$ cat src/rtl/pi_recv_pkg.sv
// pi_recv_pkg
//   Shared defaults and helpers for the Pi GPIO receive FIFO.
//   DATA_W_DEF / DEPTH_DEF / LED_W_DEF : default parameter values
//   btn_sel_t                          : board button select (peek index)
//   cnt_w(depth)                       : width of an occupancy counter holding 0..depth
package pi_recv_pkg;

    localparam int DATA_W_DEF = 8;
    localparam int DEPTH_DEF  = 4;
    localparam int LED_W_DEF  = 6;

    typedef logic [1:0] btn_sel_t;

    // Counter must represent DEPTH itself, hence one bit more than the pointer.
    function automatic int cnt_w(input int depth);
        return $clog2(depth) + 1;
    endfunction

endpackage

$ cat src/rtl/pi_recv_fifo_if.sv
// pi_recv_fifo_if
//   Bundles the GPIO push side, the valid/ready read port, status flags and the
//   LED debug view of pi_recv_fifo.
//   master : Pi/consumer side (drives gpio_data, write_enable, rd_ready, buttons)
//   slave  : FIFO side (drives rd_data, rd_valid, count, full, overflow, LED)
interface pi_recv_fifo_if
    import pi_recv_pkg::*;
#(
    parameter int DATA_W = DATA_W_DEF,
    parameter int DEPTH  = DEPTH_DEF,
    parameter int LED_W  = LED_W_DEF
);
    localparam int CNT_W = cnt_w(DEPTH);

    logic [DATA_W-1:0] gpio_data;
    logic              write_enable;
    logic [DATA_W-1:0] rd_data;
    logic              rd_valid;
    logic              rd_ready;
    logic [CNT_W-1:0]  count;
    logic              full;
    logic              overflow;
    btn_sel_t          buttons;
    logic [LED_W-1:0]  LED;

    modport master (
        output gpio_data, write_enable, rd_ready, buttons,
        input  rd_data, rd_valid, count, full, overflow, LED
    );

    modport slave (
        input  gpio_data, write_enable, rd_ready, buttons,
        output rd_data, rd_valid, count, full, overflow, LED
    );

endinterface

$ cat src/rtl/pi_recv_mem.sv
// pi_recv_mem
//   DEPTH x DATA_W storage for the receive FIFO. No reset: contents are only
//   observable through entries the control logic has marked occupied.
//   clk_i                  : clock
//   we_i, waddr_i, wdata_i : synchronous write port
//   head_addr_i/_data_o    : asynchronous read port (FIFO head)
//   peek_addr_i/_data_o    : asynchronous read port (LED peek)
module pi_recv_mem #(
    parameter int DATA_W = 8,
    parameter int DEPTH  = 4,
    localparam int AW    = $clog2(DEPTH)
) (
    input  logic              clk_i,
    input  logic              we_i,
    input  logic [AW-1:0]     waddr_i,
    input  logic [DATA_W-1:0] wdata_i,
    input  logic [AW-1:0]     head_addr_i,
    output logic [DATA_W-1:0] head_data_o,
    input  logic [AW-1:0]     peek_addr_i,
    output logic [DATA_W-1:0] peek_data_o
);

    logic [DATA_W-1:0] mem_q [DEPTH];

    always_ff @(posedge clk_i) begin
        if (we_i) begin
            mem_q[waddr_i] <= wdata_i;
        end
    end

    assign head_data_o = mem_q[head_addr_i];
    assign peek_data_o = mem_q[peek_addr_i];

endmodule

$ cat src/rtl/pi_recv_fifo.sv
// pi_recv_fifo
//   Captures DATA_W-bit words strobed on GPIO into a DEPTH-entry circular FIFO
//   and presents them first-word-fall-through on a valid/ready read port.
//   pi_clk : sole clock
//   rst    : synchronous, active-high reset
//   bus    : pi_recv_fifo_if.slave (push, read port, count/full/overflow, LED)
//   Build option RECV_PEEK_EN: when defined, LED shows the entry selected by
//   buttons relative to the head; otherwise LED shows the last accepted word.
module pi_recv_fifo
    import pi_recv_pkg::*;
#(
    parameter int DATA_W = DATA_W_DEF,
    parameter int DEPTH  = DEPTH_DEF,
    parameter int LED_W  = LED_W_DEF
) (
    input logic           pi_clk,
    input logic           rst,
    pi_recv_fifo_if.slave bus
);

    localparam int PTR_W = $clog2(DEPTH);
    localparam int CNT_W = cnt_w(DEPTH);

    logic [PTR_W-1:0] wr_ptr_q, wr_ptr_d;
    logic [PTR_W-1:0] rd_ptr_q, rd_ptr_d;
    logic [CNT_W-1:0] count_q, count_d;
    logic             ovf_q, ovf_d;
    logic [LED_W-1:0] led_q, led_d;

    logic              rd_valid, full, push, pop;
    logic [PTR_W-1:0]  peek_addr;
    logic [DATA_W-1:0] head_data, peek_data;

    assign rd_valid = (count_q != '0);
    assign full     = (count_q == CNT_W'(DEPTH));
    assign pop      = rd_valid && bus.rd_ready;
    // A pop in the same cycle frees the slot, so a full FIFO can still accept.
    assign push     = bus.write_enable && (!full || pop);

    // Truncation to PTR_W gives the mod-DEPTH wrap for free.
    assign peek_addr = rd_ptr_q + PTR_W'(bus.buttons);

    pi_recv_mem #(
        .DATA_W (DATA_W),
        .DEPTH  (DEPTH)
    ) u_mem (
        .clk_i       (pi_clk),
        .we_i        (push),
        .waddr_i     (wr_ptr_q),
        .wdata_i     (bus.gpio_data),
        .head_addr_i (rd_ptr_q),
        .head_data_o (head_data),
        .peek_addr_i (peek_addr),
        .peek_data_o (peek_data)
    );

    always_comb begin
        wr_ptr_d = wr_ptr_q;
        rd_ptr_d = rd_ptr_q;
        count_d  = count_q;
        ovf_d    = ovf_q;
        if (push) wr_ptr_d = wr_ptr_q + PTR_W'(1);
        if (pop)  rd_ptr_d = rd_ptr_q + PTR_W'(1);
        case ({push, pop})
            2'b10:   count_d = count_q + CNT_W'(1);
            2'b01:   count_d = count_q - CNT_W'(1);
            default: count_d = count_q;
        endcase
        if (bus.write_enable && !push) ovf_d = 1'b1;
    end

    always_ff @(posedge pi_clk) begin
        if (rst) begin
            wr_ptr_q <= '0;
            rd_ptr_q <= '0;
            count_q  <= '0;
            ovf_q    <= 1'b0;
        end else begin
            wr_ptr_q <= wr_ptr_d;
            rd_ptr_q <= rd_ptr_d;
            count_q  <= count_d;
            ovf_q    <= ovf_d;
        end
    end

    // LED is registered from the current FIFO state, so it trails the edge
    // that changed that state by one cycle.
`ifdef RECV_PEEK_EN
    logic unused_peek;
    assign unused_peek = ^peek_data;

    always_comb begin
        led_d = '0;
        // Compare at 32 bits so a 2-bit select is never truncated against a narrow count.
        if (32'(bus.buttons) < 32'(count_q)) led_d = peek_data[LED_W-1:0];
    end
`else
    logic [LED_W-1:0] last_q;
    logic             unused_peek;
    assign unused_peek = ^{peek_data, bus.buttons};

    always_ff @(posedge pi_clk) begin
        if (rst)       last_q <= '0;
        else if (push) last_q <= bus.gpio_data[LED_W-1:0];
    end

    always_comb begin
        led_d = last_q;
    end
`endif

    always_ff @(posedge pi_clk) begin
        if (rst) led_q <= '0;
        else     led_q <= led_d;
    end

    assign bus.rd_data  = head_data;
    assign bus.rd_valid = rd_valid;
    assign bus.count    = count_q;
    assign bus.full     = full;
    assign bus.overflow = ovf_q;
    assign bus.LED      = led_q;

endmodule

$ cat src/flat_wrapper.sv
// flat-port wrapper written by rule: the top's interface ports become plain ports
module pi_recv_fifo_flat import pi_recv_pkg::*;
#(
    parameter int DATA_W = DATA_W_DEF,
    parameter int DEPTH  = DEPTH_DEF,
    parameter int LED_W  = LED_W_DEF
)
  (pi_clk, rst, bus_gpio_data, bus_write_enable, bus_rd_ready, bus_buttons, bus_rd_data, bus_rd_valid, bus_count, bus_full, bus_overflow, bus_LED);
  pi_recv_fifo_if #(.DATA_W(DATA_W), .DEPTH(DEPTH), .LED_W(LED_W)) bus_i ();
  input logic pi_clk;
  input logic rst;
  input wire logic [$bits(bus_i.gpio_data)-1:0] bus_gpio_data;
  input wire logic [$bits(bus_i.write_enable)-1:0] bus_write_enable;
  input wire logic [$bits(bus_i.rd_ready)-1:0] bus_rd_ready;
  input wire logic [$bits(bus_i.buttons)-1:0] bus_buttons;
  output wire logic [$bits(bus_i.rd_data)-1:0] bus_rd_data;
  output wire logic [$bits(bus_i.rd_valid)-1:0] bus_rd_valid;
  output wire logic [$bits(bus_i.count)-1:0] bus_count;
  output wire logic [$bits(bus_i.full)-1:0] bus_full;
  output wire logic [$bits(bus_i.overflow)-1:0] bus_overflow;
  output wire logic [$bits(bus_i.LED)-1:0] bus_LED;
  assign bus_i.gpio_data = bus_gpio_data;
  assign bus_i.write_enable = bus_write_enable;
  assign bus_i.rd_ready = bus_rd_ready;
  assign bus_i.buttons = bus_buttons;
  assign bus_rd_data = bus_i.rd_data;
  assign bus_rd_valid = bus_i.rd_valid;
  assign bus_count = bus_i.count;
  assign bus_full = bus_i.full;
  assign bus_overflow = bus_i.overflow;
  assign bus_LED = bus_i.LED;
  pi_recv_fifo #(.DATA_W(DATA_W), .DEPTH(DEPTH), .LED_W(LED_W)) u_core (.pi_clk(pi_clk), .rst(rst), .bus(bus_i));
endmodule
$ cat config.mk
export PLATFORM = sky130hd
export DESIGN_NAME = pi_recv_fifo_flat
export DESIGN_NICKNAME = d
export VERILOG_FILES = /design/src/rtl/pi_recv_pkg.sv /design/src/rtl/pi_recv_fifo_if.sv /design/src/rtl/pi_recv_mem.sv /design/src/rtl/pi_recv_fifo.sv /design/src/flat_wrapper.sv
export SDC_FILE = /design/constraint.sdc
export NUM_CORES = 1
export LEC_CHECK = 0
export CAP_MARGIN = 25
export CORE_MARGIN = 1
export CORE_UTILIZATION = 47
export CTS_CLUSTER_DIAMETER = 40
export DETAILED_ROUTE_END_ITERATION = 7
export PLACE_DENSITY = 0.74
export SETUP_SLACK_MARGIN = 0.4
export SLEW_MARGIN = 20
export SYNTH_ARGS = -nofsm -noshare
export SYNTH_HDL_FRONTEND = slang
export SYNTH_SLANG_ARGS = --single-unit
$ cat constraint.sdc
create_clock -name pi_clk -period 2.1 [get_ports pi_clk]
set_input_delay 0.315 -clock pi_clk [delete_from_list [all_inputs] [get_ports pi_clk]]
set_output_delay 0.315 -clock pi_clk [all_outputs]
set_load 0.05 [all_outputs]
Word-level counts from Yosys, hierarchy flattened:

Memories as Yosys holds them, arrays and structs flattened. A register that Yosys moved wholly into a read port is not among the register bits.
Cells that the tools add are included.

* register bits after elaboration: 20
* bits in writable memories: 32
* bits of input ports: 14
* memories kept: 1

* add/sub/neg operators: 4
* equal/unequal tests: 3
* muxes and demuxes: 5
* reduce and logical (&&, ||, !) cells: 8

Memories
* u_core.u_mem.mem_q: depth 4, width 8, rd ports 1, clocked after Yosys merged registers in 1, wr ports 1, line pi_recv_mem.sv:23 `logic [DATA_W-1:0] mem_q [DEPTH];`

Operator list (count)
* 3-bit case mux with 2 select lines: 1
* 2-bit by 1-bit adder with 2-bit output, second input constant: 2
* 2-bit two-way mux: 2
* 3-bit by 1-bit adder with 3-bit output, second input constant: 1
* 3-bit equality test, second input constant: 1
* 1-bit logical AND: 3
* 3-bit nonzero test: 1
* 3-bit by 1-bit subtractor with 3-bit output, second input constant: 1
* 2-bit by 1-bit equality test with 1-bit output, second input constant: 1
* 2-bit equality test, second input constant: 1
* 1-bit logical NOT: 2
* 1-bit two-way mux: 2
* 2-bit nonzero test: 1
* 1-bit logical OR: 1

Depth between registers and ports, before layout:

Gate-level depths: netlist of run 1.

* depth in word-level cells: 6
* gate-level depth with buffers: 10
* mapped depth without buffers: 9

Modules after synthesis:

Synthesis of run 1 repeated with hierarchy kept, for this count alone.

* cells, all modules: 159
* area, all modules: 2308.5 um^2

By module, submodules not included
* pi_recv_mem: instances 1, cells an instance 56, area each 1385.1 um^2, seq. area each 960.9 um^2
* pi_recv_fifo: instances 1, cells an instance 103, area each 923.4 um^2, seq. area each 400.4 um^2

Worst setup path after synthesis of run 1:

No wires, ideal clock.

* path type: register to register
* from: register u_core.count_q[2], in the netlist u_core.bus.count[2]
* to: register u_core.count_q[2], in the netlist u_core.bus.count[2]
* setup time: 0.070 ns
* data arrival time: 2.469 ns
* required time: 2.030 ns
* slack: -0.439 ns
* cell stages (with the launch flop): 11
* buffers on the path: 1
* clock period less this slack: 2.539 ns
* path through: dfxtp_1 nor4b_2 nor2b_2 buf_6 inv_1 ha_1 inv_1 fa_1 xor2_1 or3_1 a21oi_1

* longest elaborated chain between the ends: 6
* elaborated cells on any way between the ends: 12

RTL lines
* from (decl): line pi_recv_fifo.sv:26 `logic [CNT_W-1:0] count_q, count_d;`
* from (signal assigned): line pi_recv_fifo.sv:81 `count_q <= count_d;`
* 3-bit equality test or 3-bit nonzero test (tied branches): line pi_recv_fifo.sv:35, pi_recv_fifo.sv:34
* 1-bit logical NOT or 1-bit logical AND (tied branches): line pi_recv_fifo.sv:38, pi_recv_fifo.sv:36
* 1-bit logical OR: line pi_recv_fifo.sv:38 `assign push = bus.write_enable && (!full || pop);`
* 1-bit logical AND: line pi_recv_fifo.sv:38
* 2-bit by 1-bit equality test with 1-bit output or 2-bit equality test (tied branches): line pi_recv_fifo.sv:64 `case ({push, pop})`
* 3-bit case mux with 2 select lines or 2-bit nonzero test (tied branches)

Parallel ways exist; a longest one is shown, timed or not.
A chain may end at the register's enable or synchronous reset.

Worst setup path after layout of run 1:

* from: register u_core.count_q[1], in the netlist u_core.bus.count[1]
* to: register u_core.count_q[2], in the netlist u_core.bus.count[2]

Same word-level chain as after synthesis.

==> results of run 1 <==
## worst paths after layout
| path | from | endpoint | slack [ns] | cells past startpoint |
|---|---|---|---|---|
| setup / recovery | u_core.bus.count[1]$_SDFFE_PP0P_ | u_core.bus.count[2]$_SDFFE_PP0P_ | 0.05 | 9 |
| hold / removal | u_core.last_q[5]$_SDFFE_PP0P_ | u_core.bus.LED[5]$_SDFF_PP0_ | 0.47 | 1 |
| setup reg to reg | u_core.bus.count[1]$_SDFFE_PP0P_ | u_core.bus.count[2]$_SDFFE_PP0P_ | 0.05 | 9 |
| hold reg to reg | u_core.last_q[5]$_SDFFE_PP0P_ | u_core.bus.LED[5]$_SDFF_PP0_ | 0.47 | 1 |
## power breakdown
group,switching [mW],internal [mW]
combinational,0.716,0.567
clock,0.307,0.229
sequential,0.0704,1.25
total,1.09,2.04
## area by class of cell
cell class | instances | area (um2)
flip-flops and latches | 54 | 1410
well taps | 50 | 62.6
clock buffers | 6 | 72.6
clock inverters | 1 | 7.51
repair buffers | 44 | 420
inverters | 6 | 22.5
fillers | 308 | 1460
multi-input cells | 64 | 681
## metrics by stage
stage | worst slack [ns] | setup TNS [ns] | hold WS [ns] | utilization (%)
after floorplan | -0.00664 | -0.00664 | 0.396 | -
after detailed placement | -0.344 | -0.503 | 0.454 | 60.3
after CTS | 0.104 | 0 | 0.471 | 63.7
after global placement | -0.261 | -0.394 | 0.455 | 60.3
final | 0.0482 | 0 | 0.468 | 64.7
after global routing | -0.00948 | -0.00948 | 0.479 | 64.7
## registers in the layout, summed over array words and instances (netlist names), named ones only
register and cells:
u_core.rd_ptr_q 2, u_core.last_q 6, u_core.u_mem.mem_q 32, u_core.bus.overflow 1
u_core.bus.count 3, u_core.wr_ptr_q 2, u_core.bus.LED 6
## kinds of logic after synthesis
kind of cell | synth area share (%)
flops | 67.1
buf+inv | 2.40
mux | 13.6
simple gates | 9.35
fa+ha+maj | 3.96
compound gates | 1.86
xor+xnor | 1.68
## worst register-to-register path, delay by kind of cell, from the launching register on
kind	cells	cell delay (ns)
buffers and inverters	2	0.12
adders and majority gates	2	0.49
and+or+nand+nor	3	0.75
DFF	1	0.36
AOI/OAI and AO/OA	1	0.11
xor gates and xnor gates	1	0.17
## cells in the mapped netlist (all sizes together), types with 2 or more instances
cell type,n
a21oi,3
nor2b,13
mux2,7
and2,4
ha,5
mux4,8
xor2,3
buf,3
nor2,9
inv,6
dfxtp,22
clkbuf,2
edfxtp,32
nand2b,2
or3,2
## layer usage
metal  wire length, um  share of wire [%]
met1              1550                 43
met2              1820                 51
met3               124                3.5
met4                69                1.9
met5                 0                  0
## timing repair
item                       4_1_cts  5_1_grt
gates resized for setup         30       12
pin swaps                        3        2
setup endpoints to repair       22       11
hold endpoints to repair         0        0
buffers inserted                 4        2
==> flow_summary_export.csv, run 1 <==
group,metric,value,unit
global_routing,grt_pass1_vias,1153,
timing,drv_slew,0,
global_routing,grt_usage,17.2,%
power_and_ir_drop,power.leakage,1.02,nW
setup_path,path_buf_inv,2,
placed_design,io_buffer_count,31,
die,initial_core_util,50.4,%
power_and_ir_drop,power.density,1170,nW/um2
yosys,syn_avg_cell_area,16.2,um2
final_layout,instances_no_fill,225,
route,routed_wl,3560,um
setup_path,worstSetupStartpointType,"register",
timing,max_freq,487,MHz
final_layout,design_area,2680,um2
clock_tree,cts_buffer_depth,2,
power_and_ir_drop,ir_drop,0.961,mV
global_routing,grt_max_degree,16,
global_routing,busiest_layer,"met2",
route,ant_nets,0,
timing,period_minus_slack,2.05,ns
route,routed_via_density,5.06,
yosys,synthDistinctLibCells,28,
global_routing,grt.overflow.total,0,
placed_design,dpl.hpwl,2310,um
yosys,ys_warn_count,0,
timing,tightest_slew,0.498,ns
placed_design,place_congestion,0.706,
final_layout,num-nets-final,195,
placed_design,dp.cells,212,
yosys,synth_seq_cells,54,
setup_path,cpLargestDelayFamily,"simple AND/OR/NAND/NOR gates",
final_layout,final_cell_mix,"32 x edfxtp_1, 18 x dfxtp_1, 12 x nor2b_1, 12 x buf_4, 11 x dlygate4sd2_1",
clock_tree,cts.clk_slew.worst_paths,0.08,ns
yosys,synthDominantCellAreaShare,46.0,%
setup_path,critPathMaxFanout,2,
setup_path,worstSetupPathType,"reg -> reg",
global_routing,grt_pass1_wl,5510,um
global_routing,met2_usage,28.8,%
setup_path,required,2.33,ns
yosys,ys_async_sr_fraction,0,%
yosys,synth-seq-area-share,67.1,%
min_path,holdCritPathClass,"reg -> reg",
timing,post-route-period-util,97.7,%
yosys,synth_ff_type,"edfxtp_1",
timing,finalSetupViolations,0,
setup_path,cp_common_cell,"inv_2",
global_routing,use_met3,4.11,%
final_layout,area_delta_synth_final,28.4,%
route,drt_iter0_drc,104,
die,die_x,68.6,um
route,dr.pass1.iters,4,
yosys,synthTopCellsByArea,"edfxtp_1 46%, dfxtp_1 21%, mux4_2 8.6%",
yosys,syn_nets,149,
setup_path,cpMaxStageDelayCell,"dfxtp_4",
die,rows,23,
setup_path,crit_chain,"nor4b_4 > nor2b_2 > inv_2 > ha_4 > inv_2 > fa_2 > xor2_1 > or3_1 > a21oi_2",
placed_design,place_area,2500,um2
setup_path,critPathCaptureType,"register",
die,core-area,4140,um2
timing,rsz0062_at_grt,"true",
final_layout,diodes,0,
clock_tree,clkSinkCount,54,
die,design.die.area,4710,um2
setup_path,cp.arrival,2.28,ns
final_layout,drive_gt1_share,36.0,%
global_routing,met1_usage,20.8,%
global_routing,antenna_found_initial,0,
power_and_ir_drop,total_power,3.14,mW
timing,skew,0.00536,ns
clock_tree,htreeDepth,2,
setup_path,slowest_delay,0.36,ns
clock_tree,clk_latency,0.30,ns
route,dr_total_vias,1139,
timing,hold_violations,0,
clock_tree,hold_buffers,0,
yosys,netlist_area,2090,um2
route,wl_per_cell,15.8,um
route,remaining_drc_errors,0,
clock_tree,cts_tree,"done",
yosys,synth.largest_area_cell,"edfxtp_1",
die,io-pin-count,34,
clock_tree,cts_buffers,5,
run,maxCapViolations,0,
yosys,synthCells,129,
yosys,synth_edf_count,32,
timing,maxSlewHeadroom,67.0,%
clock_tree,cts_root_buf,"clkbuf_8",
outcome,status,"completed",
die,die_h,68.6,um
final_layout,final_common_cell,"edfxtp_1",
Note: power is estimated with default switching activity, not from simulation.
==> inputs of run 2 (changes only) <==
--- a/config.mk
+++ b/config.mk
@@ -6,10 +6,12 @@
 export NUM_CORES = 1
 export LEC_CHECK = 0
 export CAP_MARGIN = 25
+export CORE_ASPECT_RATIO = 0.5
 export CORE_MARGIN = 1
 export CORE_UTILIZATION = 47
 export CTS_CLUSTER_DIAMETER = 40
 export DETAILED_ROUTE_END_ITERATION = 7
+export MAX_ROUTING_LAYER = met4
 export PLACE_DENSITY = 0.74
 export SETUP_SLACK_MARGIN = 0.4
 export SLEW_MARGIN = 20
==> run 2 against run 1 <==
Clock skew increased by 0.0039 ns. Die area increased by 0.35%. Clock power increased by 25%. Combinational power about the same. Global-route usage decreased by 0.76 points. Final cell count increased by 1.8%. Worst hold slack got worse by 0.0016 ns. Clock-buffer cell count unchanged. Largest cell class unchanged.
==> flow_summary_export.csv, run 2 (synthesized netlist as in run 1, its figures left out) <==
group,metric,value,unit
timing,post-route-period-util,94.7,%
route,drt_iter0_drc,58,
clock_tree,cts_tree,"done",
placed_design,place_area,2500,um2
route,dr_total_vias,1123,
power_and_ir_drop,total_power,3.24,mW
final_layout,diodes,0,
final_layout,num-nets-final,194,
placed_design,place_congestion,0.719,
final_layout,final_cell_mix,"32 x edfxtp_1, 18 x dfxtp_1, 12 x nor2b_1",
clock_tree,cts_buffer_depth,2,
timing,timing.final.ws_setup,0.111,ns
final_layout,drive_gt1_share,34.9,%
min_path,holdCritPathClass,"reg -> reg",
route,routed_wl,3320,um
final_layout,final_common_cell,"edfxtp_1",
timing,tightest_slew,0.491,ns
placed_design,pre_cts_ws,-0.373,ns
placed_design,io_buffer_count,31,
timing,max_freq,503,MHz
min_path,min_path_cells,1,
setup_path,required,2.33,ns
clock_tree,clk_latency,0.30,ns
setup_path,critPathCaptureType,"register",
timing,maxSlewHeadroom,67.4,%
clock_tree,cts_root_buf,"clkbuf_8",
route,remaining_drc_errors,0,
die,rows,16,
die,core-area,4080,um2
setup_path,worstSetupStartpointType,"register",
die,die_h,49.1,um
clock_tree,clkSinkCount,54,
run,maxCapViolations,0,
setup_path,worstSetupPathType,"reg -> reg",
timing,skew,0.00931,ns
clock_tree,cts_buffers,5,
outcome,status,"completed",
timing,drv_slew,0,
final_layout,area_delta_synth_final,30.0,%
timing,finalSetupViolations,0,
global_routing,antenna_found_initial,0,
final_layout,fillCellCount,297,
global_routing,grt_max_degree,24,
setup_path,cp.arrival,2.22,ns
power_and_ir_drop,ir_drop,1.00,mV
timing,setup_tns,0,ns
power_and_ir_drop,power.leakage,1.03,nW
timing,hold_violations,0,
route,wl_per_cell,14.5,um
die,initial_core_util,51.1,%
route,dr.pass1.iters,4,
global_routing,grt_pass1_vias,1106,
route,ant_nets,0,
setup_path,ff2ff_path_depth,9,
die,design.die.area,4730,um2
die,io-pin-count,34,
setup_path,critPathMaxFanout,2,
placed_design,dpl.hpwl,2230,um
route,routed_via_density,4.90,
power_and_ir_drop,power.density,1190,nW/um2
timing,rsz0062_at_grt,"true",
die,die_x,96.2,um
timing,period_minus_slack,1.99,ns
clock_tree,cts.clk_slew.worst_paths,0.09,ns
clock_tree,htreeDepth,2,
final_layout,regMostFlops,"u_core.u_mem.mem_q",
global_routing,grt_usage,16.5,%
timing,holdWs,0.466,ns
global_routing,grt_pass1_wl,5330,um
global_routing,grt.overflow.total,0,
final_layout,design_area,2710,um2
final_layout,largest_reg_flops,32,
clock_tree,hold_buffers,0,
==> run 2: cell count changes in the layout (fill, tap and decap cells not counted), sizes merged <==
cell / change
buf: -1
bufinv: +1
==> run 2: cell type report <==
class	count	area [um2]	area share (%)
Inverter	6	25.0	0.923
Timing Repair Buffer	43	425	15.7
Sequential cell	54	1410	52.1
Tap cell	54	67.6	2.49
Clock buffer	6	72.6	2.68
Multi-Input combinational cell	64	671	24.7
Clock inverter	2	37.5	1.38
==> run 2: final timing paths <==
| check | start | end | slack, ns |
|---|---|---|---|
| max | u_core.bus.count[0]$_SDFFE_PP0P_ | u_core.bus.count[2]$_SDFFE_PP0P_ | 0.11 |
| max reg2reg | u_core.bus.count[0]$_SDFFE_PP0P_ | u_core.bus.count[2]$_SDFFE_PP0P_ | 0.11 |
| min | u_core.last_q[5]$_SDFFE_PP0P_ | u_core.bus.LED[5]$_SDFF_PP0_ | 0.47 |
| min reg2reg | u_core.last_q[5]$_SDFFE_PP0P_ | u_core.bus.LED[5]$_SDFF_PP0_ | 0.47 |
==> run 2: metal layers <==
layer  GRT usage (%)  vias up  wire [um]
li1                -      551          -
met1            20.4      540       1560
met2            25.3       24       1570
met3            5.14        8        146
met4            6.72        0         52
met5               -        -          0
==> run 2: report_power, final <==
group | internal, mW | total (mW) | leakage [nW] | switching [mW]
Sequential | 1.25 | 1.32 | 0.477 | 0.0747
Combinational | 0.558 | 1.25 | 0.507 | 0.688
Clock | 0.356 | 0.672 | 0.0514 | 0.316
==> run 2: critical path, stage by stage (launching register included) <==
cell	delay, ns
dfxtp_4	0.36
nor4b_4	0.30
nor2b_2	0.09
inv_2	0.07
ha_4	0.14
inv_4	0.03
fa_2	0.34
xor2_1	0.15
or3_1	0.32
a21oi_2	0.12
==> run 2: repair_timing <==
action / CTS / global route
setup endpoints to repair: 22 / 11
buffers inserted: 2 / 4
endpoints found under the hold margin: 0 / 0
resized for setup: 31 / 9
pin swaps: 1 / 3
==> run 2: per-stage QoR <==
| stage | utilization [%] | std cells |
|---|---|---|
| 2_1_floorplan | - | 129 |
| 3_3_place_gp | 61.2 | 215 |
| 3_5_place_dp | 61.2 | 215 |
| 4_1_cts | 65.3 | 225 |
| 5_1_grt | 66.4 | 229 |
| 6_report | 66.4 | 229 |
==> inputs of run 3 (changes only) <==
--- a/config.mk
+++ b/config.mk
@@ -6,7 +6,7 @@
 export NUM_CORES = 1
 export LEC_CHECK = 0
 export CAP_MARGIN = 25
-export CORE_ASPECT_RATIO = 0.5
+export CORE_ASPECT_RATIO = 0.75
 export CORE_MARGIN = 1
 export CORE_UTILIZATION = 47
 export CTS_CLUSTER_DIAMETER = 40
==> run 3 against run 2 <==
Power fell by 3.8%. Clock-buffer cell count stayed put. Final cell count decreased by 0.44%. Sequential power about the same. Core utilization decreased by 2.3 points. Setup slack worse by 0.028 ns. Largest cell class unchanged. Highest routed layer unchanged.
==> flow_summary_export.csv, run 3 (synthesized netlist as in run 1, its figures left out) <==
group,metric,value,unit
final_layout,final_cell_mix,"32 x edfxtp_1, 18 x dfxtp_1, 12 x nor2b_1",
global_routing,busiest_layer,"met2",
final_layout,post-route-util,64.2,%
route,routed_via_density,5.09,
timing,max_freq,496,MHz
final_layout,num-nets-final,192,
run,maxCapViolations,0,
global_routing,grt.overflow.total,0,
timing,timing.final.ws_setup,0.0833,ns
final_layout,area_delta_synth_final,27.7,%
placed_design,place_area,2490,um2
setup_path,critPathMaxFanout,3,
setup_path,r2r_slack,0.08,ns
die,rows,20,
clock_tree,cts_buffer_depth,2,
power_and_ir_drop,total_power,3.12,mW
clock_tree,cts_tree,"done",
final_layout,diodes,0,
global_routing,met1_usage,21.7,%
route,drt_iter0_drc,89,
placed_design,dpl.hpwl,2430,um
global_routing,grt_max_degree,18,
final_layout,instances_no_fill,228,
clock_tree,cts.clk_slew.worst_paths,0.09,ns
route,remaining_drc_errors,0,
outcome,status,"completed",
route,routed_wl,3540,um
timing,period_minus_slack,2.02,ns
final_layout,design_area,2670,um2
placed_design,pre_cts_ws,-0.399,ns
setup_path,cp.arrival,2.26,ns
setup_path,worstSetupPathType,"reg -> reg",
global_routing,met2_usage,29.1,%
global_routing,antenna_found_initial,0,
timing,maxSlewHeadroom,64.6,%
setup_path,required,2.34,ns
timing,rsz0062_at_grt,"true",
timing,tightest_slew,0.529,ns
final_layout,regMostFlops,"u_core.u_mem.mem_q",
final_layout,largest_reg_flops,32,
die,io-pin-count,34,
clock_tree,htreeDepth,2,
timing,post-route-period-util,96.0,%
setup_path,worstSetupStartpointType,"register",
route,dr.pass1.iters,4,
die,initial_core_util,50.2,%
route,ant_nets,0,
clock_tree,clkSinkCount,54,
clock_tree,hold_buffers,0,
timing,drv_slew,0,
global_routing,grt_pass1_vias,1219,
power_and_ir_drop,power.leakage,1.02,nW
clock_tree,cts_root_buf,"clkbuf_8",
timing,skew,0.00760,ns
clock_tree,clk_latency,0.30,ns
die,die_h,59.7,um
route,dr_total_vias,1161,
global_routing,use_met3,4.12,%
final_layout,final_common_cell,"edfxtp_1",
final_layout,drive_gt1_share,34.1,%
route,wl_per_cell,15.5,um
die,core-area,4150,um2
global_routing,grt_usage,17.7,%
min_path,holdCritPathClass,"reg -> reg",
placed_design,place_congestion,0.828,
global_routing,grt_pass1_wl,5730,um
die,design.die.area,4710,um2
placed_design,io_buffer_count,31,
setup_path,critPathCaptureType,"register",
clock_tree,cts_buffers,5,
timing,hold_violations,0,
die,die_x,78.9,um
placed_design,dp.cells,215,
power_and_ir_drop,ir_drop,0.533,mV
timing,finalSetupViolations,0,
power_and_ir_drop,power.density,1170,nW/um2
[run 3: cell types whose count changed in the layout (fill, tap and decap cells not counted), sizes merged]
cell	previous run	this run
clkinvlp	1	0
buf	22	20
bufinv	1	0
clkinv	0	2
[run 3: metal layers]
metal,vias to the layer above,part of all wire [%]
met4,0,1.5
li1,544,-
met3,5,3.9
met2,32,47
met5,-,0
met1,580,47
[run 3: critical path, cell delays in order (launching register included)]
cell	delay, ns
dfxtp_4	0.37
nor4b_4	0.32
nor2b_2	0.09
inv_2	0.07
ha_4	0.12
inv_2	0.03
fa_2	0.34
xor2_1	0.16
or3_1	0.33
a21oi_2	0.11
[run 3: worst paths after layout]
| path | cells past startpoint | to | start |
|---|---|---|---|
| setup / recovery | 9 | u_core.bus.count[2]$_SDFFE_PP0P_ | u_core.bus.count[1]$_SDFFE_PP0P_ |
| hold / removal | 1 | u_core.bus.LED[2]$_SDFF_PP0_ | u_core.last_q[2]$_SDFFE_PP0P_ |
| setup reg to reg | 9 | u_core.bus.count[2]$_SDFFE_PP0P_ | u_core.bus.count[1]$_SDFFE_PP0P_ |
| hold reg to reg | 1 | u_core.bus.LED[2]$_SDFF_PP0_ | u_core.last_q[2]$_SDFFE_PP0P_ |
[run 3: metrics by stage]
step	TNS (ns)	hold WS (ns)
after detailed placement	-0.600	0.456
after CTS	0	0.474
after global placement	-0.380	0.454
after global routing	0	0.489
final	0	0.470
after floorplan	-0.00664	0.396
[run 3: repair_timing]
item | 4_1_cts | 5_1_grt
setup endpoints to repair | 22 | 11
cloned | 0 | 0
endpoints found under the hold margin | 0 | 0
pin swaps | 1 | 1
setup buffers | 5 | 0
resized for setup | 30 | 9
[run 3: power by group]
group	internal [mW]	switching, mW
Clock	0.266	0.318
Sequential	1.25	0.0742
Combinational	0.523	0.688
Total	2.04	1.08
[run 3: layout make-up]
type                    instances  area, um2
fillers                       333       1490
flip-flops and latches         54       1410
multi-input cells              64        671
repair buffers                 41        394
clock buffers                   6       82.6
well taps                      55       68.8
inverters                       6       22.5
clock inverters                 2       12.5
==> RTL change 1, RTL diff (settings of run 2) <==
The option `RECV_PEEK_EN` is turned on by a define.
--- a/src/rtl/pi_recv_fifo.sv
+++ b/src/rtl/pi_recv_fifo.sv
@@ -6,6 +6,8 @@
 //   bus    : pi_recv_fifo_if.slave (push, read port, count/full/overflow, LED)
 //   Build option RECV_PEEK_EN: when defined, LED shows the entry selected by
 //   buttons relative to the head; otherwise LED shows the last accepted word.
+`define RECV_PEEK_EN
+
 module pi_recv_fifo
     import pi_recv_pkg::*;
 #(
Behaviour: not the same (a bounded check fails within 4 cycles, from zero or initial values and one cycle with rst high).
==> RTL change 1 against run 2 <==
- clock power is 18% lower
- synthesized area is 1.0% lower
- worst setup slack better by 0.0087 ns
- wire length is 8.8% higher
- utilization is 3.0 points higher
- maximum frequency is 0.44% higher
- total power is 4.4% higher
- sequential cell count is 6 lower
- cell count is 1.7% higher
- global-route usage is 1.8 points higher
- design area is 3.5% higher
==> RTL change 1: results (changes against run 2) <==
set qor(preCtsSetupSlack_ns) -0.299 ;# +0.0742 ns
set qor(run_status) {finished, final reports clean}
set qor(netlist-cell-type-count) 31 ;# +11%
set qor(timing.slew.headroom) 0.664 ;# -0.0104
set qor(leading_cell_types_by_total_area_after_synthesis) {edfxtp_1 (47%), dfxtp_1 (16%), mux4_2 (8.7%)}
set qor(grt_pass1_wl_mm) 5.72 ;# +7.3%
set qor(placedCellCount) 216 ;# +0.47%
set qor(filler_cell_count) 269 ;# -9.4%
set qor(dp_hpwl_mm) 2.42 ;# +8.5%
set qor(endpoint_of_the_worst_setup_timing_path) {u_core.bus.count[2]$_SDFFE_PP0P_}
set qor(final_layout_size_suffix_gt1_frac) 0.335 ;# -0.0134
set qor(drt_first_iter_violations) 42 ;# -28%
set qor(grt_start_max_net_pins) 15 ;# -38%
set qor(yosys-top-cells-count) {edfxtp_1 (32), dfxtp_1 (16), nor2_1 (9)}
set qor(via_count) 1234 ;# +9.9%
set qor(synth.net_count) 145 ;# -2.7%
set qor(num-nets-final) 200 ;# +3.1%
set qor(synth_warnings) 0 ;# unchanged
set qor(drt_wl_total_mm) 3.62 ;# +8.8%
set qor(regToRegStartpoint) {u_core.bus.count[1]$_SDFFE_PP0P_}
set qor(post-route-period-util) 0.943 ;# -0.00413
set qor(ys_seq_area_frac) 0.620 ;# -0.0512
set qor(vias_per_cell) 5.30 ;# +8.0%
set qor(finalWeightedCongestion) 0.792 ;# +10%
set qor(worstPathArrival_ns) 2.20 ;# -0.02 ns
set qor(syn-mean-instance-area_um2) 16.8 ;# +3.8%
## RTL change 1: cell types whose count changed after synthesis, sizes merged, moves of 2 or more
| cell | delta |
|---|---|
| dfxtp | -6 |
| mux2 | -6 |
| mux4 | +6 |
| nor2b | -5 |
| ha | +2 |
## RTL change 1: cell families after synthesis
kind of cell / Yosys count / share of synthesized area
and+or+nand+nor: 28 / 0.0781
DFF: 48 / 0.620
adders and majority gates: 8 / 0.0521
xor gates and xnor gates: 5 / 0.0285
muxes: 16 / 0.174
AOI/OAI and AO/OA: 7 / 0.0230
buffers and inverters: 11 / 0.0242
## RTL change 1: cell type report
cell class	instances	area, um2	area share
timing repair buffer	52	546	0.194
inverter	7	26.3	0.00936
clock inverter	2	10.0	0.00357
tap	54	67.6	0.0241
clock buffer	6	82.6	0.0294
multi-input combinational	64	781	0.278
sequential	48	1290	0.461
## RTL change 1: how the worst min path moves through the flow
stage	from	to	slack, ns	cells past startpoint
detailed placement	u_core.bus.overflow$_SDFFE_PP0P_	u_core.bus.overflow$_SDFFE_PP0P_	0.47	2
CTS	u_core.bus.overflow$_SDFFE_PP0P_	u_core.bus.overflow$_SDFFE_PP0P_	0.49	2
floorplan	bus_gpio_data[0]	u_core.u_mem.mem_q[0][0]$_DFFE_PP_	0.41	0
finish	u_core.bus.overflow$_SDFFE_PP0P_	u_core.bus.overflow$_SDFFE_PP0P_	0.49	2
global placement	u_core.bus.overflow$_SDFFE_PP0P_	u_core.bus.overflow$_SDFFE_PP0P_	0.47	2
global route	u_core.bus.overflow$_SDFFE_PP0P_	u_core.bus.overflow$_SDFFE_PP0P_	0.54	2
## RTL change 1: per-layer routing
| metal | part of all wire | routed length [um] | up-vias | track usage |
|---|---|---|---|---|
| met5 | 0 | 0 | - | - |
| met3 | 0.050 | 179 | 6 | 0.0607 |
| met4 | 0.016 | 57 | 0 | 0.0746 |
| met1 | 0.43 | 1570 | 610 | 0.228 |
| li1 | - | - | 580 | - |
| met2 | 0.50 | 1810 | 38 | 0.279 |
## RTL change 1: what timing repair did
action	4_1_cts	5_1_grt
setup endpoints to repair	27	17
hold endpoints to repair	0	0
setup buffers	6	3
hold buffers	0	0
pin swaps	1	2
gates resized for setup	30	6
## RTL change 1: critical path: stages, from the launching register on
cell and delay, ns:
dfxtp_4 0.38, nor4b_4 0.31, nor2b_2 0.09, inv_2 0.07, ha_4 0.12, inv_2 0.03, fa_2 0.33, xor2_1 0.15
or3_1 0.32, a21oi_2 0.11
## RTL change 1: power groups by stage
stage          logic (mW)  registers, mW  clock network [mW]
3_5_place_dp         1.43           1.27                   0
4_1_cts              1.54           1.24               0.567
2_1_floorplan       0.839           1.41                   0
5_1_grt              1.68           1.25               0.617
6_report             1.59           1.24               0.554
3_3_place_gp         1.41           1.26                   0
==> RTL change 2, RTL diff (flow settings as in run 2) <==
Made on the original files. Make the reset (`rst`) asynchronous in 3 clocked blocks. Comments in the files are not updated.
--- a/src/rtl/pi_recv_fifo.sv
+++ b/src/rtl/pi_recv_fifo.sv
@@ -69,7 +69,7 @@
         if (bus.write_enable && !push) ovf_d = 1'b1;
     end
 
-    always_ff @(posedge pi_clk) begin
+    always_ff @(posedge pi_clk or posedge rst) begin
         if (rst) begin
             wr_ptr_q <= '0;
             rd_ptr_q <= '0;
@@ -99,7 +99,7 @@
     logic             unused_peek;
     assign unused_peek = ^{peek_data, bus.buttons};
 
-    always_ff @(posedge pi_clk) begin
+    always_ff @(posedge pi_clk or posedge rst) begin
         if (rst)       last_q <= '0;
         else if (push) last_q <= bus.gpio_data[LED_W-1:0];
     end
@@ -109,7 +109,7 @@
     end
 `endif
 
-    always_ff @(posedge pi_clk) begin
+    always_ff @(posedge pi_clk or posedge rst) begin
         if (rst) led_q <= '0;
         else     led_q <= led_d;
     end
Check against the original RTL: differs if rst is asserted again (counterexample within 4 cycles, from zero or initial values and one cycle with rst high); with rst held inactive, the same outputs for 10 cycles.
==> RTL change 2 against run 2 <==
- via count up 8.6%
- highest routed layer unchanged
- synthesized area rose by 0.84%
- non-clock buffer count is 19 higher
- global-route usage up 1.3 points
- die area up 0.80%
- largest power group is now combinational logic
- design area increased by 5.9%
- total power increased by 33%
- sequential cell count decreased by 2
- wire length increased by 16%
- worst setup slack better by 0.11 ns
==> RTL change 2: results (changes against run 2) <==
set qor(run_status) {finished, final reports clean}
set qor(timing.critical_path.slowest_cell_delay_ns) 0.53 ;# +0.17 ns
set qor(num-nets-final) 203 ;# +4.6%
set qor(maximum_fanout_along_the_worst_path) 8 ;# +6
set qor(track_usage) 0.178 ;# +0.0131
set qor(ctsLongestPathBuffers) 2 ;# unchanged
set qor(max_cap_violations) 0 ;# unchanged
set qor(largest_reg_flops) 32 ;# unchanged
set qor(synth_warnings) 0 ;# unchanged
set qor(yosys-top-cells-count) {edfxtp_1 (32), dfrtp_1 (20), inv_1 (11)}
set qor(via_count_of_the_first_global_routing_pass) 1189 ;# +7.5%
set qor(ir_drop_v) 0.000834 ;# -17%
set qor(tritoncts_buffers) 5 ;# unchanged
set qor(tightestPinTransition_ns) 0.644 ;# +0.154 ns
set qor(worstPathArrival_ns) 1.56 ;# -0.66 ns
set qor(finalWeightedCongestion) 0.741 ;# +2.9%
set qor(grt_pass1_wl_mm) 5.87 ;# +10%
set qor(cp_slowest_cell) {mux4_2}
set qor(min-delay-path-class) {input pin to asynchronous set/reset pin}
set qor(cellLeakagePower_nw) 1.17 ;# +13%
set qor(ys_seq_area_frac) 0.694 ;# +0.0229
set qor(drt_wl_total_mm) 3.84 ;# +16%
set qor(leading_cell_types_by_total_area_after_synthesis) {edfxtp_1 (46%), dfrtp_1 (24%), mux4_2 (8.6%)}
set qor(finalMaxSlewViolations) 0 ;# unchanged
set qor(async_flop_share) 0.385 ;# +0.385
set qor(detail_route.first_pass.iterations) 4 ;# unchanged
set qor(registers.top_by_ff_count) {u_core.u_mem.mem_q}
set qor(synth-edff-count) 32 ;# unchanged
set qor(netlist-cell-type-count) 32 ;# +14%
set qor(vias_per_cell) 5.10 ;# +4.1%
set qor(place.port_buffers) 31 ;# unchanged
set qor(grt_start_max_net_pins) 17 ;# -29%
set qor(filler_cell_count) 281 ;# -5.4%
set qor(drt_first_iter_violations) 23 ;# -60%
set qor(final_layout_size_suffix_gt1_frac) 0.449 ;# +0.100
set qor(dp_hpwl_mm) 2.30 ;# +3.2%
set qor(worst_clock_skew_ns) 0.00939 ;# +0.0000791 ns
set qor(number_of_levels_in_the_clock_h_tree) 2 ;# unchanged
set qor(worstSkewPairLatency_ns) 0.31
set qor(grt_antenna_before_repair) 0 ;# unchanged
set qor(cts.root.buffer_cell) {clkbuf_8}
set qor(antennaDiodeCount) 0 ;# unchanged
set qor(path_clk_slew_ns) 0.09 ;# about the same
set qor(synth.net_count) 139 ;# -6.7%
RTL change 2: changes by cell type after synthesis, sizes merged, moves of 3 or more:
cell   change
and2       -4
dfrtp     +20
dfxtp     -22
inv        +5
nand2      +3
nor2b     -13
xnor2      +3
RTL change 2: timing repair:
item / in CTS / in global routing
resized for setup: 25 / 30
pin swaps: 6 / 4
buffers inserted: 20 / 1
setup endpoints to repair: 28 / 39
RTL change 2: area by class of cell:
class                      count  area share
sequential                    52       0.510
multi-input combinational     52       0.213
timing repair buffer          62       0.211
clock buffer                   5      0.0240
tap                           54      0.0235
inverter                      11      0.0144
clock inverter                 3     0.00479
RTL change 2: through the flow:
step           cell area (um2)  utilization  hold WS (ns)  worst slack, ns  cells
2_1_floorplan             2130            -         0.279           0.0715    120
5_1_grt                   2870        0.703         0.389            0.164    239
4_1_cts                   2800        0.684         0.381            0.199    238
3_5_place_dp              2530        0.620         0.361           0.0564    210
6_report                  2870        0.703         0.383            0.222    239
3_3_place_gp              2530        0.620         0.361            0.103    210
RTL change 2: final timing paths:
kind | to | slack [ns] | depth (start not counted) | from
hold / removal | u_core.wr_ptr_q[0]$_DFFE_PP0P_ | 0.38 | 2 | rst
setup reg to reg | u_core.bus.count[2]$_DFFE_PP0P_ | 0.26 | 7 | u_core.bus.count[0]$_DFFE_PP0P_
min in group pi_clk | u_core.bus.LED[2]$_DFF_PP0_ | 0.38 | 0 | u_core.last_q[2]$_DFFE_PP0P_
hold reg to reg | u_core.bus.LED[2]$_DFF_PP0_ | 0.38 | 0 | u_core.last_q[2]$_DFFE_PP0P_
max in group asynchronous | u_core.bus.LED[2]$_DFF_PP0_ | 1.18 | 3 | rst
setup / recovery | bus_rd_data[3] | 0.22 | 3 | u_core.rd_ptr_q[0]$_DFFE_PP0P_
RTL change 2: kinds of logic (layout without fill, tap and decap cells):
logic type                 after synthesis  after routing  share of synthesized area
DFF                                     52             52                      0.694
buffers and inverters                   16             81                     0.0380
xor gates and xnor gates                 5              5                     0.0208
AOI/OAI and AO/OA                       10             10                     0.0398
adders and majority gates                5              5                     0.0333
muxes                                   15             15                      0.132
and+or+nand+nor                         17             17                     0.0416
RTL change 2: routing by layer:
metal  GRT usage  routed length (um)
met5           -                   0
met4      0.0846                  57
met3      0.0487                 148
met2       0.284                1890
met1       0.214                1750
RTL change 2: critical path, delay by kind of cell, from the launching register on:
family                 cells  cell delay, ns
flip-flops                 1            0.38
buffers and inverters      2            0.33
multiplexers               1            0.53
RTL change 2: power by group:
| group | internal, mW | switching (mW) |
|---|---|---|
| sequential | 1.35 | 0.151 |
| clock | 0.227 | 0.311 |
| combinational | 1.01 | 1.26 |
| total | 2.59 | 1.72 |
